### src/rtl/dmem_arbiter.sv
// dmem_arbiter: two-port arbiter in front of a single-ported DMEM with a
// 1-cycle read latency. Port 0 is the LSU, port 1 the loader/debug port.
// Each port has its own read FSM, so an outstanding read on one port never
// blocks the other.
//
// Build option:
//   DMEM_ARB_FIXED_PRIO_EN - when defined, p0 wins every tie (no round-robin
//                            state); when undefined, ties alternate between
//                            ports starting with p0 after reset.
module dmem_arbiter #(
  parameter int unsigned ADDR_DMEM_WIDTH = 10
) (
  input  logic                       clk,
  input  logic                       rst,

  // port 0 (LSU)
  input  logic                       p0_req_valid,
  input  logic                       p0_req_we,
  input  logic [3:0]                 p0_req_strb,
  input  logic [ADDR_DMEM_WIDTH-1:0] p0_req_addr,
  input  logic [31:0]                p0_req_wdata,
  output logic                       p0_req_ready,
  output logic                       p0_rsp_valid,
  input  logic                       p0_rsp_ready,
  output logic [31:0]                p0_rsp_rdata,

  // port 1 (loader / debug)
  input  logic                       p1_req_valid,
  input  logic                       p1_req_we,
  input  logic [3:0]                 p1_req_strb,
  input  logic [ADDR_DMEM_WIDTH-1:0] p1_req_addr,
  input  logic [31:0]                p1_req_wdata,
  output logic                       p1_req_ready,
  output logic                       p1_rsp_valid,
  input  logic                       p1_rsp_ready,
  output logic [31:0]                p1_rsp_rdata,

  // DMEM port
  output logic                       we_dmem,
  output logic [3:0]                 wstrb_dmem,
  output logic [ADDR_DMEM_WIDTH-1:0] addr_dmem,
  output logic [31:0]                din_dmem,
  input  logic [31:0]                dout_dmem
);

  localparam int unsigned DATA_W = 32;
  localparam int unsigned STRB_W = 4;

  typedef enum logic [1:0] {
    S_IDLE      = 2'd0,
    S_RD_ISSUED = 2'd1,
    S_RSP_HOLD  = 2'd2
  } rd_state_t;

  rd_state_t           r_p0_state;
  rd_state_t           r_p1_state;
  logic [DATA_W-1:0]   r_p0_rdata;
  logic [DATA_W-1:0]   r_p1_rdata;

`ifndef DMEM_ARB_FIXED_PRIO_EN
  // 1 = p1 was granted last, so p0 takes the next tie
  logic                r_last_grant;
`endif

  logic                w_elig0;
  logic                w_elig1;
  logic                w_gnt0;
  logic                w_gnt1;

  // A port may compete only when it has no read in flight; nothing is
  // granted while reset is held.
  assign w_elig0 = p0_req_valid && (r_p0_state == S_IDLE) && !rst;
  assign w_elig1 = p1_req_valid && (r_p1_state == S_IDLE) && !rst;

  // Grant selection: single eligible port wins outright, ties resolved by
  // round-robin or fixed p0 priority.
  always_comb begin
    w_gnt0 = 1'b0;
    w_gnt1 = 1'b0;
    if (w_elig0 && w_elig1) begin
`ifdef DMEM_ARB_FIXED_PRIO_EN
      w_gnt0 = 1'b1;
`else
      w_gnt0 = r_last_grant;
      w_gnt1 = !r_last_grant;
`endif
    end else begin
      w_gnt0 = w_elig0;
      w_gnt1 = w_elig1;
    end
  end

  assign p0_req_ready = w_gnt0;
  assign p1_req_ready = w_gnt1;

  // DMEM command mux: granted port drives the memory, otherwise all zero.
  always_comb begin
    we_dmem    = 1'b0;
    wstrb_dmem = STRB_W'(0);
    addr_dmem  = ADDR_DMEM_WIDTH'(0);
    din_dmem   = DATA_W'(0);
    if (w_gnt0) begin
      we_dmem    = p0_req_we;
      wstrb_dmem = p0_req_strb;
      addr_dmem  = p0_req_addr;
      din_dmem   = p0_req_wdata;
    end else if (w_gnt1) begin
      we_dmem    = p1_req_we;
      wstrb_dmem = p1_req_strb;
      addr_dmem  = p1_req_addr;
      din_dmem   = p1_req_wdata;
    end
  end

`ifndef DMEM_ARB_FIXED_PRIO_EN
  // Remember which port was granted last for tie-breaking.
  always_ff @(posedge clk) begin
    if (rst) begin
      r_last_grant <= 1'b1;
    end else if (w_gnt0) begin
      r_last_grant <= 1'b0;
    end else if (w_gnt1) begin
      r_last_grant <= 1'b1;
    end
  end
`endif

  // Port 0 read FSM: issue, capture DMEM data one cycle later, hold response.
  always_ff @(posedge clk) begin
    if (rst) begin
      r_p0_state <= S_IDLE;
      r_p0_rdata <= DATA_W'(0);
    end else begin
      case (r_p0_state)
        S_IDLE: begin
          if (w_gnt0 && !p0_req_we) begin
            r_p0_state <= S_RD_ISSUED;
          end
        end
        S_RD_ISSUED: begin
          r_p0_rdata <= dout_dmem;
          r_p0_state <= S_RSP_HOLD;
        end
        S_RSP_HOLD: begin
          if (p0_rsp_ready) begin
            r_p0_state <= S_IDLE;
          end
        end
        default: begin
          r_p0_state <= S_IDLE;
        end
      endcase
    end
  end

  // Port 1 read FSM: same behaviour as port 0, fully independent.
  always_ff @(posedge clk) begin
    if (rst) begin
      r_p1_state <= S_IDLE;
      r_p1_rdata <= DATA_W'(0);
    end else begin
      case (r_p1_state)
        S_IDLE: begin
          if (w_gnt1 && !p1_req_we) begin
            r_p1_state <= S_RD_ISSUED;
          end
        end
        S_RD_ISSUED: begin
          r_p1_rdata <= dout_dmem;
          r_p1_state <= S_RSP_HOLD;
        end
        S_RSP_HOLD: begin
          if (p1_rsp_ready) begin
            r_p1_state <= S_IDLE;
          end
        end
        default: begin
          r_p1_state <= S_IDLE;
        end
      endcase
    end
  end

  // Response valid follows the hold state; forced low while reset is held.
  assign p0_rsp_valid = (r_p0_state == S_RSP_HOLD) && !rst;
  assign p1_rsp_valid = (r_p1_state == S_RSP_HOLD) && !rst;
  assign p0_rsp_rdata = r_p0_rdata;
  assign p1_rsp_rdata = r_p1_rdata;

endmodule

### config.mk
export PLATFORM = sky130hd
export DESIGN_NAME = dmem_arbiter
export DESIGN_NICKNAME = d
export VERILOG_FILES = /design/src/rtl/dmem_arbiter.sv
export SDC_FILE = /design/constraint.sdc
export NUM_CORES = 1
export LEC_CHECK = 0
export BUFFER_PORTS_ARGS = -buffer_cell sky130_fd_sc_hd__buf_2
export CAP_MARGIN = 10
export CORE_ASPECT_RATIO = 1.25
export CORE_MARGIN = 1
export CORE_UTILIZATION = 38
export CTS_CLUSTER_SIZE = 24
export DETAILED_ROUTE_END_ITERATION = 8
export HOLD_SLACK_MARGIN = 0.12
export PLACE_DENSITY_LB_ADDON = 0.08
export SLEW_MARGIN = 10
export SYNTH_ARGS = -nofsm -noshare
export SYNTH_HDL_FRONTEND = slang
export SYNTH_SLANG_ARGS = --single-unit
### constraint.sdc
create_clock -name clk -period 2.2 [get_ports clk]
set_input_delay 0.55 -clock clk [delete_from_list [all_inputs] [get_ports clk]]
set_output_delay 0.55 -clock clk [all_outputs]
set_load 0.005 [all_outputs]
After elaboration in Yosys (flattened, before gate mapping) --
Cells that the tools add are included. W data, S select, Z words.
Storage, ports and cells: bits in registers 69, latch bits 0, bits in writable memories 0, ROM bits 0, bits of input ports 132, memories kept 0
Operators by class: add/subtract/negate cells 0, multipliers 0, divide/modulo/power cells 0, $lt $le $gt $ge 0, equal/unequal tests 8, shift operators 0, mux-type cells 18, bitwise gates (word level) 0, reductions and logical operators 18
Operator list (count):
- $mux W32 | 2
- $mux W10 | 2
- $pmux W2 S3 | 2
- $logic_and A1 B1 Y1 | 9
- $mux W2 | 4
- $mux W4 | 2
- $mux W1 | 6
- $eq A2 B1 Y1 const B | 2
- $eq A2 B2 Y1 const B | 2
- $logic_not A1 Y1 | 4
- $logic_not A2 Y1 | 2
- $ne A2 B1 Y1 const B | 2
- $ne A2 B2 Y1 const B | 2
- $reduce_and A2 Y1 | 2
- $reduce_bool A2 Y1 | 1

Longest topological paths before layout --
Gate-level depths: netlist of the first run.
depth after elaboration 8, depth in mapped cells 5, gate-level depth less buffers 3

Worst setup path before layout of the first run --
OpenSTA, ideal clock, no wires.
kind in2out, start point in p0_req_valid, end point out din_dmem[10], arrival time 1496 ps, slack 154 ps, stages on the path 5, cells stage by stage nor3b_1 > a211o_1 > buf_6 > buf_6 > o32ai_2
Between the ends: longest elaborated chain between the ends 6, elaborated cells on any way between the ends 7
Ends and longest elaborated chain:
- from (decl) | RTL line 17 | input logic p0_req_valid,
- $logic_and A1 B1 Y1 (*) (2 in a row) | RTL line 72 | assign w_elig0 = p0_req_valid && (r_p0_state == S_IDLE) && !rst;
- $logic_and A1 B1 Y1 | RTL line 80 | if (w_elig0 && w_elig1) begin
- $mux W1 | RTL line 80
- $mux W32 | RTL line 107 | end else if (w_gnt1) begin
- $mux W32 (*) | RTL line 102 | if (w_gnt0) begin
- to (decl) | RTL line 42 | output logic [31:0] din_dmem,
Mark *: on every way between the ends. The rest lies on a longest branch, timed or not.

Final worst setup path of the first run --
start point reg r_p1_state[0], end point out din_dmem[1]
Between the ends: longest elaborated chain between the ends 7, elaborated cells on any way between the ends 8
Ends and longest elaborated chain:
- from (decl) | RTL line 56 | rd_state_t r_p1_state;
- from (signal assigned) | RTL line 159 | r_p1_state <= S_IDLE;
- from (signal assigned) | RTL line 165 | r_p1_state <= S_RD_ISSUED;
- from (signal assigned) | RTL line 170 | r_p1_state <= S_RSP_HOLD;
- $logic_not A2 Y1 (*) | RTL line 73 | assign w_elig1 = p1_req_valid && (r_p1_state == S_IDLE) && !rst;
- $logic_and A1 B1 Y1 (*) (2 in a row) | RTL line 73
- $logic_and A1 B1 Y1 | RTL line 80
- $mux W1 | RTL line 80
- $mux W32 | RTL line 107
- $mux W32 (*) | RTL line 102
Marks and branches as above.

==> metrics.md, run 1 <==
| Metric | Value |
|---|---|
| Horizontal die dimension | `87.5 um` |
| Type of the setup path with the least slack | `reg2out` |
| Startpoint type of the worst setup path | `flop` |
| Post-placement setup slack | `-0.171 ns` |
| Number of top-level pins | `roughly 250` |
| Worst path slowest cell | `sky130_fd_sc_hd__dfxtp_1` |
| Pin count of the biggest net entering global routing | `between 40 and 50` |
| Number of pins exceeding their max-slew limit in the final report | `0` |
| Post-CTS clock slew at the launch and capture registers of the worst setup and hold paths | `around 0.07 ns` |
| Number of fill cells in the layout | `822` |
| Placer's final routability congestion estimate | `0.864` |
| Final hold violation count | `0` |
| Fmax | `roughly 420 MHz` |
| Most frequent standard cell in the layout excluding fill and tap cells | `sky130_fd_sc_hd__buf_2` |
| Number of antenna violations at the first check in global routing | `2` |
| Count of standard-cell rows | `38` |
| Area share of the largest cell type after synthesis | `roughly 40%` |
| Synth cell types | `20` |
| Global-route wire length before repair | `17100 um` |
| Total of buffers placed on input and output ports | `246` |
| Hold Path Sink | `r_p1_state[0]` |
| Floorplan die area | `roughly 0.0095 mm2` |
| Number of warning messages in the yosys log | `0` |
| Slowest stage delay, CP | `roughly 0.31 ns` |
| First-iteration detailed-routing DRC count | `140` |
| Diode count | `0` |
| Post-Synthesis Cell Area | `0.00347 mm2` |
| Required time of the worst setup path | `1.65 ns` |
| Layout overhead on the synthesized area | `53.0%` |
| Global route total overflow | `0` |
| Slack of the critical path | `-0.163 ns` |
| Cell type contributing the most total cell area after synthesis | `sky130_fd_sc_hd__dfxtp_1` |
| Core Box Area | `0.00880 mm2` |
| Peak supply drop | `0.339 mV` |
| Combined global-route utilization of all metal layers | `approximately a quarter` |
| H-tree depth | `3` |
| Worst Clk Skew | `0.00413 ns` |
| Most used cells in the layout excluding fill and tap cells | `sky130_fd_sc_hd__buf_2 (245), sky130_fd_sc_hd__nand2_1 (129), sky130_fd_sc_hd__a21oi_1 (66), sky130_fd_sc_hd__dfxtp_1 (66), sky130_fd_sc_hd__nand2b_1 (49)` |
| Post-Synthesis Net Count | `about 600` |
| Ratio of cells with drive above 1 in the final layout | `44.8%` |
| Initial Utilization | `39.5%` |
| Crit Reg-Reg Endpoint | `p1_rsp_rdata[0]` |
| Net count of the finished layout | `837` |
| Cell-by-cell listing of the critical path | `or2_4 > buf_4 > o31ai_4 > buf_6 > buf_4 > buf_6 > o32ai_1 > buf_2` |
| Library cell used as clock root buffer | `sky130_fd_sc_hd__clkbuf_8` |
| Wire length per cell after detailed routing | `13.8 um` |
| Maximum buffer depth of the clock tree | `2` |
| Final standard cell utilization of the core | `60.4%` |
| Number of routed nets with antenna violations | `0` |
| Area of all placed cells without fillers | `0.00532 mm2` |
| Total of endpoints with negative setup slack in the final report | `47` |
| Number of sinks on the clock net | `69` |
| Setup TNS Final | `-5.87 ns` |
| Flop2flop setup slack | `0.84 ns` |
| Final critical-path share of the clock period | `107%` |
| Power per standard cell area | `592 mW/mm2` |
| Via-to-Cell Ratio | `4.84` |
| Worst Min Path Start | `p1_req_we` |
| Arrival time reported for the critical path endpoint | `1.81 ns` |
| Synthesized area per cell | `7.41 um2` |
| Final wirelength | `11400 um` |
| Number of buffers added to fix hold violations after cts | `0` |
| Post-layout min period | `2.36 ns` |
| Outcome | `complete, but fails checks` |
| Worst path buffer plus inverter count | `5` |
| First drt pass iteration count | `4` |
| Slew of the pin with the lowest slew margin | `0.481 ns` |
| Dpl hpwl | `8230 um` |
| Area after detailed placement | `a little under 0.005 mm2` |
| Maximum net fanout on the critical path | `5` |
| Synthesized netlist cell count | `469` |
| Clock tree from TritonCTS | `yes` |
| Total via count after detailed routing | `4015` |
| Length in cells of the worst reg-to-reg path | `5` |
| Sequential area share after synthesis | `39.8%` |
| Hold/Removal Path Class | `in2reg` |
| Later-pin clock latency in the skew report | `~0.34 ns` |
| Leakage | `2.62 nW` |
| #FFs+latches synth | `69` |
| Unrepaired setup endpoints after global routing | `yes` |
| Cts bufs inserted | `9` |
| DRC viols | `0` |
| Top post-synthesis cells by area | `sky130_fd_sc_hd__dfxtp_1 (40%), sky130_fd_sc_hd__nand2_1 (14%), sky130_fd_sc_hd__a21oi_1 (9.5%)` |
| Beginning of the worst register-to-register path | `r_p1_state[1]` |
| Die outline height | `between 100 and 150 um` |
| Total power | `3.15 mW` |
| Crit path capture type | `primary output` |
| Via count of the first global-routing pass | `3626` |
| Critical path's top delay family | `buffers and inverters` |
| Worst rel slew slack | `67.9%` |
| Max-cap violations | `0` |
| Number of cells on the worst hold path | `2` |
| Failing checks | `negative setup slack` |
-- stage by stage --
| stage | cells | hold WS [ns] |
|---|---|---|
| finish | 830 | 0.388 |
| global route | 830 | 0.374 |
| CTS | 831 | 0.369 |
| detailed placement | 807 | 0.444 |
| global placement | 807 | 0.438 |
| floorplan | 469 | 0.453 |
-- per-layer routing --
| layer | vias to the layer above | track usage, % | part of all wire, % |
|---|---|---|---|
| li1 | 2018 | - | - |
| met1 | 1812 | 26.9 | 40 |
| met2 | 164 | 41.1 | 51 |
| met3 | 17 | 6.96 | 7.2 |
| met4 | 4 | 7.96 | 1.7 |
| met5 | - | 0 | 0.24 |
-- cell usage after synthesis (all sizes together) --
| cell | number |
|---|---|
| nand2 | 129 |
| dfxtp | 69 |
| a21oi | 66 |
| nand2b | 49 |
| inv | 48 |
| o32ai | 47 |
| clkbuf | 34 |
| buf | 10 |
| nor3 | 3 |
| nor3b | 3 |
| a211o | 2 |
| nor2 | 2 |
| nor2b | 2 |
| or3b | 2 |
| nor4 | 1 |
| o31ai | 1 |
| or2 | 1 |
-- state kept, by name (all words and copies together), names as in the netlist --
| register | count |
|---|---|
| p1_rsp_rdata | 32 |
| r_p0_state | 2 |
| p0_rsp_rdata | 32 |
| r_p1_state | 2 |
| r_last_grant | 1 |
-- timing repair --
action,CTS,global route
setup endpoints to repair,48,49
gates resized for setup,28,2
gates cloned,4,0
pin swaps,1,0
endpoints found under the hold margin,0,0
buffers inserted,4,0
-- power breakdown --
group          switching, mW  total, mW  leakage (nW)  internal [mW]
combinational          0.333      0.676          1.94          0.343
clock                  0.460       1.16         0.116          0.697
sequential            0.0232       1.31         0.561           1.29
-- final cells by class --
| cell class | instances | area (um2) | share of cell area [%] |
|---|---|---|---|
| clock inverters | 4 | 70.1 | 1.32 |
| inverters | 48 | 180 | 3.39 |
| clock buffers | 12 | 155 | 2.92 |
| well taps | 120 | 150 | 2.82 |
| repair buffers | 269 | 1520 | 28.5 |
| multi-input cells | 308 | 1860 | 35.0 |
| flip-flops and latches | 69 | 1390 | 26.1 |
-- worst reg2reg max path, stage by stage (launching register included) --
cell and delay [ns]:
sky130_fd_sc_hd__dfxtp_2 0.33, sky130_fd_sc_hd__buf_4 0.11, sky130_fd_sc_hd__nand2b_1 0.40, sky130_fd_sc_hd__buf_12 0.23, sky130_fd_sc_hd__nand2_1 0.08, sky130_fd_sc_hd__a21oi_1 0.14
-- cells by family (layout without fill, tap and decap cells) --
group	Yosys count	count (layout)	share of synthesized area (%)
and+or+nand+nor	192	192	25.3
DFF	69	69	39.8
AOI/OAI and AO/OA	116	116	24.2
buffers and inverters	92	333	10.7
-- worst max path at each step --
stage,cells after the start,endpoint,slack [ns],start
finish,8,din_dmem[1],-0.16,r_p1_state[0]
global route,5,wstrb_dmem[3],-0.25,r_p1_state[0]
CTS,8,wstrb_dmem[0],-0.19,r_p1_state[0]
detailed placement,6,addr_dmem[7],-0.17,p0_req_valid
global placement,6,wstrb_dmem[1],-0.12,p0_req_valid
floorplan,5,din_dmem[10],0.15,p0_req_valid
Power figures use the tool's default switching activity.
==> run 2, diff against run 1 <==
--- a/config.mk
+++ b/config.mk
@@ -7,7 +7,7 @@
 export LEC_CHECK = 0
 export BUFFER_PORTS_ARGS = -buffer_cell sky130_fd_sc_hd__buf_2
 export CAP_MARGIN = 10
-export CORE_ASPECT_RATIO = 1.25
+export CORE_ASPECT_RATIO = 1.75
 export CORE_MARGIN = 1
 export CORE_UTILIZATION = 38
 export CTS_CLUSTER_SIZE = 24
==> metrics.md, run 2 (synthesized netlist as in run 1, its figures left out) <==
| Metric | Value |
|---|---|
| Unrepaired setup endpoints after global routing | `yes` |
| Later-pin clock latency in the skew report | `about 0.32 ns` |
| Inst Count DP | `803` |
| Number of cells on the worst hold path | `2` |
| Core Box Area | `0.00878 mm2` |
| Total via count after detailed routing | `4107` |
| Placer's final routability congestion estimate | `roughly 0.81` |
| Dpl hpwl | `slightly below 9000 um` |
| H-tree depth | `3` |
| Outcome | `complete, but fails checks` |
| Number of pins exceeding their max-slew limit in the final report | `0` |
| First drt pass iteration count | `5` |
| Cts bufs inserted | `9` |
| Initial Utilization | `between 30% and 40%` |
| Length in cells of the worst reg-to-reg path | `4` |
| Most frequent standard cell in the layout excluding fill and tap cells | `sky130_fd_sc_hd__buf_2` |
| Number of antenna violations at the first check in global routing | `3` |
| Number of fill cells in the layout | `800` |
| Type of the setup path with the least slack | `reg2out` |
| Post-layout min period | `2.42 ns` |
| Required time of the worst setup path | `1.65 ns` |
| Arrival time reported for the critical path endpoint | `1.87 ns` |
| Flop2flop setup slack | `slightly below 0.8 ns` |
| DRC viols | `0` |
| Post-CTS clock slew at the launch and capture registers of the worst setup and hold paths | `0.05 ns` |
| Library cell used as clock root buffer | `sky130_fd_sc_hd__clkbuf_16` |
| Slack of the critical path | `-0.220 ns` |
| Power per standard cell area | `588 mW/mm2` |
| Die outline height | `about 130 um` |
| Ratio of cells with drive above 1 in the final layout | `47.7%` |
| Beginning of the worst register-to-register path | `r_p0_state[0]` |
| Horizontal die dimension | `74.3 um` |
| Worst rel slew slack | `a little over three fifths` |
| Via count of the first global-routing pass | `3752` |
| Number of top-level pins | `between 200 and 250` |
| Fmax | `413 MHz` |
| Floorplan die area | `0.00955 mm2` |
| Crit Reg-Reg Endpoint | `p0_rsp_rdata[24]` |
| Worst Min Path Start | `p1_req_we` |
| Number of standard cells in the final layout excluding fillers | `832` |
| Final critical-path share of the clock period | `110%` |
| Slew of the pin with the lowest slew margin | `0.554 ns` |
| Total power | `3.36 mW` |
| Total met3 wirelength after detailed routing | `roughly 840 um` |
| Leakage | `2.74 nW` |
| Met1 Wirelength | `4730 um` |
| Total of endpoints with negative setup slack in the final report | `47` |
| Via-to-Cell Ratio | `4.94` |
| Worst Clk Skew | `roughly 0.0047 ns` |
| Sum of met2 wire segment lengths after detailed routing | `6900 um` |
| Combined global-route utilization of all metal layers | `between 20% and 30%` |
| Max-cap violations | `0` |
| Final hold violation count | `0` |
| Pin count of the biggest net entering global routing | `56` |
| Wire length per cell after detailed routing | `15.5 um` |
| Failing checks | `negative setup slack` |
| Maximum buffer depth of the clock tree | `2` |
| Total of buffers placed on input and output ports | `246` |
| Final wirelength | `roughly 13000 um` |
| Most used cells in the layout excluding fill and tap cells | `sky130_fd_sc_hd__buf_2 (245), sky130_fd_sc_hd__nand2_1 (129), sky130_fd_sc_hd__a21oi_1 (66)` |
| Net count of the finished layout | `between 800 and 900` |
| Crit path capture type | `primary output` |
| Global route total overflow | `0` |
| Peak supply drop | `between 0.4 and 0.5 mV` |
| Startpoint type of the worst setup path | `flop` |
| Layout overhead on the synthesized area | `64.2%` |
| Top routing layer in use | `met5` |
| Number of buffers added to fix hold violations after cts | `0` |
| First-iteration detailed-routing DRC count | `roughly 180` |
| Clock tree from TritonCTS | `yes` |
| Global-route wire length before repair | `18000 um` |
| Maximum net fanout on the critical path | `6` |
| Count of standard-cell rows | `45` |
| Number of sinks on the clock net | `69` |
| Hold/Removal Path Class | `in2reg` |
| Hold slack final | `approximately 0.4 ns` |
| Number of routed nets with antenna violations | `0` |
| Hold Path Sink | `r_p1_state[0]` |
| Post-placement setup slack | `-0.161 ns` |
[run 2: cell count changes in the layout (fill, tap and decap cells not counted), sizes merged]
| cell | before | now |
|---|---|---|
| a211o | 2 | 3 |
| buf | 269 | 270 |
| bufinv | 2 | 0 |
| clkbuf | 12 | 14 |
| clkinv | 2 | 3 |
| diode | 0 | 2 |
[run 2: layout make-up]
type                            count  area [um2]  share of cell area (%)
Antenna cell                        2        5.00                  0.0877
Clock buffer                       11         233                    4.08
Clock inverter                      3        15.0                   0.263
Inverter                           48         180                    3.16
Multi-Input combinational cell    309        2070                    36.3
Sequential cell                    69        1390                    24.3
Tap cell                          117         146                    2.57
Timing Repair Buffer              273        1670                    29.2
[run 2: through the flow]
stage | TNS (ns) | instance area, um2 | util, %
3_3_place_gp | -2.70 | 4870 | 55.4
5_1_grt | -11.58 | 5700 | 64.9
3_5_place_dp | -3.57 | 4870 | 55.4
4_1_cts | -7.44 | 5430 | 61.8
2_1_floorplan | 0 | 3470 | -
6_report | -8.54 | 5700 | 64.9
[run 2: report_power, final]
part	leakage [nW]	total (mW)	switching, mW	internal [mW]
logic	2.05	0.818	0.402	0.416
clock network	0.125	1.22	0.475	0.743
registers	0.561	1.32	0.0258	1.29
[run 2: critical path, cell delays in order, from the launching register on]
cell	delay [ns]
sky130_fd_sc_hd__dfxtp_2	0.31
sky130_fd_sc_hd__or2_4	0.27
sky130_fd_sc_hd__a211o_4	0.40
sky130_fd_sc_hd__clkbuf_16	0.20
sky130_fd_sc_hd__o32ai_2	0.19
sky130_fd_sc_hd__buf_2	0.17
[run 2: repair_timing]
action / in CTS / in global routing
gates resized for setup: 34 / 24
pin swaps: 1 / 2
setup buffers: 4 / 0
cloned: 5 / 5
endpoints found under the setup margin: 48 / 48
[run 2: metal layers]
layer | vias to the layer above | track usage [%]
li1 | 2035 | -
met1 | 1857 | 25.2
met2 | 185 | 46.4
met3 | 28 | 6.19
met4 | 2 | 10.4
met5 | - | 0
[run 2: worst max path at each step]
stage                    endpoint  slack, ns     startpoint
finish                din_dmem[0]      -0.22  r_p1_state[1]
floorplan            din_dmem[10]       0.15   p0_req_valid
CTS                   din_dmem[0]      -0.19  r_p1_state[0]
global route         din_dmem[15]      -0.27  r_p1_state[1]
detailed placement  wstrb_dmem[2]      -0.16   p0_req_valid
global placement    wstrb_dmem[2]      -0.14   p0_req_valid
